==> src/rtl/uart_tx_out.sv <==
// Memory-mapped 8N1 UART transmitter with a small TX FIFO and a status register.
// Define UART_WR_EDGE_EN to accept only the rising edge of each qualified write.
module uart_tx_out #(
  parameter int         CLK_HZ     = 50000000,
  parameter int         BAUD       = 115200,
  parameter int         FIFO_DEPTH = 8,
  parameter logic [7:0] TX_ADDR    = 8'hFC,
  parameter logic [7:0] STAT_ADDR  = 8'hFD
) (
  input  logic       clk,
  input  logic       rst,
  input  logic [7:0] RegData,
  input  logic [7:0] Address,
  input  logic       EN,
  output logic       UART_TXD,
  output logic [7:0] Status,
  output logic [7:0] Last_Byte
);

  localparam int DIV = CLK_HZ / BAUD;
  localparam int CW  = $clog2(DIV);
  localparam int PW  = $clog2(FIFO_DEPTH);
  localparam int NW  = $clog2(FIFO_DEPTH + 1);
  localparam logic [CW-1:0] BAUD_LAST = CW'(DIV - 1);
  localparam logic [CW-1:0] BAUD_ONE  = CW'(1);
  localparam logic [PW-1:0] PTR_ONE   = PW'(1);
  localparam logic [NW-1:0] CNT_FULL  = NW'(FIFO_DEPTH);
  localparam logic [NW-1:0] CNT_ZERO  = NW'(0);

  typedef enum logic [1:0] {
    IDLE  = 2'd0,
    START = 2'd1,
    DATA  = 2'd2,
    STOP  = 2'd3
  } state_t;

  state_t          state_r, state_s;
  logic [CW-1:0]   baud_r, baud_s;
  logic [2:0]      bit_r, bit_s;
  logic [7:0]      shift_r, shift_s;
  logic            txd_r, txd_s;
  logic            pop_s;

  logic [7:0]      mem_r [FIFO_DEPTH];
  logic [PW-1:0]   head_r, tail_r;
  logic [NW-1:0]   count_r;
  logic            overflow_r;
  logic [7:0]      last_byte_r;

  logic            wr_tx_q_s, wr_stat_q_s, wr_tx_s, wr_stat_s;
  logic            full_s, push_s, busy_s, baud_end_s, pending_s;

  assign wr_tx_q_s   = EN && (Address == TX_ADDR);
  assign wr_stat_q_s = EN && (Address == STAT_ADDR);

`ifdef UART_WR_EDGE_EN
  logic wr_tx_prev_r, wr_stat_prev_r;

  // Previous qualified-write levels for rising-edge detection
  always_ff @(posedge clk) begin
    if (rst) begin
      wr_tx_prev_r   <= 1'b0;
      wr_stat_prev_r <= 1'b0;
    end else begin
      wr_tx_prev_r   <= wr_tx_q_s;
      wr_stat_prev_r <= wr_stat_q_s;
    end
  end

  assign wr_tx_s   = wr_tx_q_s && !wr_tx_prev_r;
  assign wr_stat_s = wr_stat_q_s && !wr_stat_prev_r;
`else
  assign wr_tx_s   = wr_tx_q_s;
  assign wr_stat_s = wr_stat_q_s;
`endif

  assign full_s     = (count_r == CNT_FULL);
  assign push_s     = wr_tx_s && !full_s;
  assign pending_s  = (count_r != CNT_ZERO);
  assign busy_s     = (state_r != IDLE) || pending_s;
  assign baud_end_s = (baud_r == BAUD_LAST);

  assign UART_TXD  = txd_r;
  assign Last_Byte = last_byte_r;
  assign Status    = {1'b0, 4'(count_r), overflow_r, full_s, busy_s};

  // Next-state and datapath for the serialiser; STOP chains straight into START
  always_comb begin
    state_s = state_r;
    baud_s  = baud_r;
    bit_s   = bit_r;
    shift_s = shift_r;
    txd_s   = txd_r;
    pop_s   = 1'b0;
    case (state_r)
      IDLE: begin
        txd_s = 1'b1;
        if (pending_s) begin
          pop_s   = 1'b1;
          shift_s = mem_r[head_r];
          baud_s  = {CW{1'b0}};
          txd_s   = 1'b0;
          state_s = START;
        end else begin
          state_s = IDLE;
        end
      end
      START: begin
        if (baud_end_s) begin
          baud_s  = {CW{1'b0}};
          bit_s   = 3'd0;
          txd_s   = shift_r[0];
          state_s = DATA;
        end else begin
          baud_s = baud_r + BAUD_ONE;
        end
      end
      DATA: begin
        if (baud_end_s) begin
          baud_s = {CW{1'b0}};
          if (bit_r == 3'd7) begin
            txd_s   = 1'b1;
            state_s = STOP;
          end else begin
            bit_s   = bit_r + 3'd1;
            shift_s = {1'b0, shift_r[7:1]};
            txd_s   = shift_r[1];
          end
        end else begin
          baud_s = baud_r + BAUD_ONE;
        end
      end
      STOP: begin
        if (baud_end_s) begin
          baud_s = {CW{1'b0}};
          if (pending_s) begin
            pop_s   = 1'b1;
            shift_s = mem_r[head_r];
            txd_s   = 1'b0;
            state_s = START;
          end else begin
            txd_s   = 1'b1;
            state_s = IDLE;
          end
        end else begin
          baud_s = baud_r + BAUD_ONE;
        end
      end
      default: begin
        baud_s  = {CW{1'b0}};
        txd_s   = 1'b1;
        state_s = IDLE;
      end
    endcase
  end

  // Serialiser state register
  always_ff @(posedge clk) begin
    if (rst) begin
      state_r <= IDLE;
      baud_r  <= {CW{1'b0}};
      bit_r   <= 3'd0;
      shift_r <= 8'h00;
      txd_r   <= 1'b1;
    end else begin
      state_r <= state_s;
      baud_r  <= baud_s;
      bit_r   <= bit_s;
      shift_r <= shift_s;
      txd_r   <= txd_s;
    end
  end

  // FIFO storage; contents are don't-care once pointers reset
  always_ff @(posedge clk) begin
    if (push_s) begin
      mem_r[tail_r] <= RegData;
    end else begin
      mem_r[tail_r] <= mem_r[tail_r];
    end
  end

  // FIFO pointers, occupancy, sticky overflow and last accepted byte
  always_ff @(posedge clk) begin
    if (rst) begin
      head_r      <= {PW{1'b0}};
      tail_r      <= {PW{1'b0}};
      count_r     <= CNT_ZERO;
      overflow_r  <= 1'b0;
      last_byte_r <= 8'h00;
    end else begin
      if (push_s) begin
        tail_r      <= tail_r + PTR_ONE;
        last_byte_r <= RegData;
      end
      if (pop_s) begin
        head_r <= head_r + PTR_ONE;
      end
      count_r <= count_r + NW'(push_s) - NW'(pop_s);
      if (wr_stat_s) begin
        overflow_r <= 1'b0;
      end else if (wr_tx_s && full_s) begin
        overflow_r <= 1'b1;
      end
    end
  end

endmodule

==> config.mk <==
export PLATFORM = sky130hd
export DESIGN_NAME = uart_tx_out
export DESIGN_NICKNAME = d
export VERILOG_FILES = /design/src/rtl/uart_tx_out.sv
export SDC_FILE = /design/constraint.sdc
export NUM_CORES = 1
export LEC_CHECK = 0
export ABC_CLOCK_PERIOD_IN_PS = 8260
export CORE_MARGIN = 3
export CORE_UTILIZATION = 45
export DETAILED_ROUTE_END_ITERATION = 10
export GPL_ROUTABILITY_DRIVEN = 0
export PLACE_DENSITY = 0.75
export SLEW_MARGIN = 20
export SYNTH_ARGS = -nofsm -noshare
export SYNTH_HDL_FRONTEND = slang
export SYNTH_SLANG_ARGS = --single-unit
==> constraint.sdc <==
create_clock -name clk -period 8.26 [get_ports clk]
set_input_delay 2.065 -clock clk [delete_from_list [all_inputs] [get_ports clk]]
set_output_delay 2.065 -clock clk [all_outputs]
set_load 0.05 [all_outputs]
==> flow_summary_export.csv <==
group,metric,value,unit
floorplan,placementRows,36,
setup_path,critPathLaunch,"state_r[1]",
clocking,clock_sinks,109,
worst_hold_path,hp-class,"reg -> reg",
clocking,htree_levels,3,
global_routing,grt_use_total,0.166,
logic_synthesis,synth_top_area_share,0.409,
setup_path,cp_max_fo,7,
pwr,cellLeakagePower,1.76,nW
logic_synthesis,synth_mux_area_frac,0.101,
logic_synthesis,synth_warnings,0,
clocking,cts_tree,"built",
setup_path,r2r_start,"state_r[1]",
place,post-dp-hpwl,6250,um
floorplan,die_area,11700,um2
place,pre_cts_slack,3.52,ns
clocking,max-clock-path-buffers,2,
timing,hold_violations,0,
global_routing,grt_first_pass_wirelength,14700,um
final_layout,diodes,0,
floorplan,fp.coreArea,9950,um2
final_layout,fin_cells,533,
floorplan,die_w,108,um
global_routing,grt_max_degree,46,
floorplan,die_h,108,um
logic_synthesis,synth-xor-area-share,0.0112,
logic_synthesis,synth.top_cells.by_count,"edfxtp_1 (64), nor2_1 (50), dfxtp_1 (45)",
timing,period_share,0.541,
setup_path,crit_slowest_cell,"clkdlybuf4s50_1",
final_layout,drive_above_1_share,0.0975,
logic_synthesis,synth_cells,366,
global_routing,grt_pass1_vias,2830,
global_routing,antenna_found_initial,0,
logic_synthesis,yosys.area.top_type,"edfxtp_1",
pwr,switching_power,0.551,mW
clocking,post-cts-setup-buffers,0,
timing,relSlewSlack,0.262,
route,postRouteAntennaNets,0,
final_layout,fin_nets,430,
floorplan,io_pins,36,
floorplan,start_util,0.472,
logic_synthesis,synth_most_common_cell,"edfxtp_1",
timing,finalWorstSetupSlack,3.79,ns
setup_path,path_common_cell,"inv_1",
route,drc_errors,0,
pwr,p_total,1.50,mW
timing,rsz0062_at_grt,"no",
pwr,clockPowerShare,0.215,
timing,skew,0.0144,ns
logic_synthesis,synth_compound_area_frac,0.0878,
pwr,max-vdd-ir-drop,0.000160,V
setup_path,end_kind,"output pin",
final_layout,n_fill_cell,808,
timing,drv_slew,0,
pwr,switching_share,0.367,
logic_synthesis,yosysSeqAreaShare,0.600,
timing,setup_violations,0,
pwr,p_comb_frac,0.346,
route,via_per_inst,5.56,
logic_synthesis,ys_seq_elements,109,
route,drt_first_pass_iters,4,
logic_synthesis,async_flop_share,0,
worst_hold_path,hold_start,"bit_r[2]",
outcome,status,"completed",
setup_path,cp_data_arrival_time,2.40,ns
logic_synthesis,synth_flop_cell,"edfxtp_1",
place,io_buffers,34,
logic_synthesis,syn_area_per_cell,12.8,um2
place,place_inst,517,
logic_synthesis,synth_edf_count,64,
clocking,clk_latency,0.38,ns
setup_path,worstSetupPathType,"reg -> out",
timing,max_freq,224,MHz
logic_synthesis,synth_area,4700,um2
timing,layout_min_cycle_time,4.47,ns
clocking,cts-resized-gates,0,
clocking,cts_made_buffers,9,
clocking,ctsRootBufferMaster,"clkbuf_8",
setup_path,slowest_delay,0.85,ns
logic_synthesis,yosys-top-cells-area,"edfxtp_1 (41%), dfxtp_1 (19%), mux2i_1 (5.5%)",
setup_path,r2r_setup_slack,5.48,ns
route,vias,2966,
pwr,seqPwrFrac,0.439,
global_routing,grt_overflow,0,
logic_synthesis,yosys.area_share.simple,0.127,
route,drt_iter0_drc,228,
pwr,p_int,0.951,mW
final_layout,syn2layout_area_growth,13.9,%
flow_run,drv_cap,0,
timing,fin_hold_ws,0.482,ns
setup_path,crit_required,6.20,ns
clocking,cts_hold_buf,0,
logic_synthesis,synthAdderAreaFrac,0.0442,
setup_path,start_kind,"flop",
logic_synthesis,synth_top_family_by_area,"simple AND/OR/NAND/NOR gates",
place,placed_cell_area,5140,um2
clocking,clk_pin_slew,0.11,ns
logic_synthesis,synth_cell_types,50,
final_layout,post-route-cell-area,5360,um2
timing,setup-tns-final,0,ns
pwr,power_density,280,nW/um2
final_layout,final_util,0.538,
timing,worst_slew_pin_slew,1.10,ns
route,wl,9020,um
setup_path,path_cells,"inv_1 > ha_1 > and3_1 > inv_1 > clkdlybuf4s50_1",
route,route.detailed.wl_per_inst,16.9,um
logic_synthesis,syn_nets,401,
## area by class of cell
| type | instances | area, um2 | area share |
|---|---|---|---|
| Clock buffer | 9 | 124 | 0.0231 |
| Clock inverter | 7 | 86.3 | 0.0161 |
| Inverter | 10 | 37.5 | 0.00701 |
| Multi-Input combinational cell | 228 | 1760 | 0.328 |
| Sequential cell | 109 | 2820 | 0.527 |
| Tap cell | 133 | 166 | 0.0311 |
| Timing Repair Buffer | 37 | 363 | 0.0678 |
## cell usage in the layout (no fill, tap or decap), drive strengths merged, types with 4 or more instances in the layout
cell type      netlist  final
edfxtp              64     64
clkdlybuf4s50        0     34
clkbuf              11      9
and3                 4      4
a311oi               4      4
o21ai                6      6
clkinv               0      4
nand3                5      5
mux4                 9      9
nor2                50     50
nor3                13     13
dfxtp               45     45
a21oi               16     16
nand2b              14     14
nand2               10     10
inv                 10     13
nor2b                4      4
a221oi              14     14
mux2i               26     26
ha                  15     15
## layer usage
layer / vias up / track usage / share of wire
li1: 1423 / - / -
met1: 1430 / 0.219 / 0.44
met2: 102 / 0.267 / 0.48
met3: 11 / 0.0346 / 0.059
met4: 0 / 0.0694 / 0.019
met5: - / 0 / 0
## power by group through the flow
stage | logic [mW] | clock network (mW) | registers [mW]
2_1_floorplan | 0.390 | 0 | 0.684
3_3_place_gp | 0.507 | 0 | 0.672
4_1_cts | 0.521 | 0.332 | 0.662
5_1_grt | 0.579 | 0.350 | 0.669
3_5_place_dp | 0.520 | 0 | 0.674
6_report | 0.519 | 0.323 | 0.660
## critical path: cells and delay by family (launching register included)
family	cells	cell delay, ns
buffers and inverters	3	1.13
flip-flops	1	0.41
adder cells (fa/ha/maj)	1	0.25
AND/OR/NAND/NOR	1	0.24
## logic make-up after synthesis
| family | Yosys count |
|---|---|
| flops | 109 |
| compound gates | 54 |
| buf+inv | 29 |
| xor+xnor | 6 |
| mux | 36 |
| simple gates | 115 |
| fa+ha+maj | 16 |
| other cells | 1 |
## flip-flops by register name (all words and copies together), names as in the netlist, 3 cells and up, named ones only
register   cells
mem_r         64
baud_r         9
Last_Byte      8
shift_r        8
count_r        4
bit_r          3
head_r         3
tail_r         3
## worst paths after layout
kind	to	cells after the start
max reg2reg	count_r[2]	10
min reg2reg	bit_r[2]	2
max	Status[0]	5
min	bit_r[2]	2
Power figures use the tool's default switching activity.
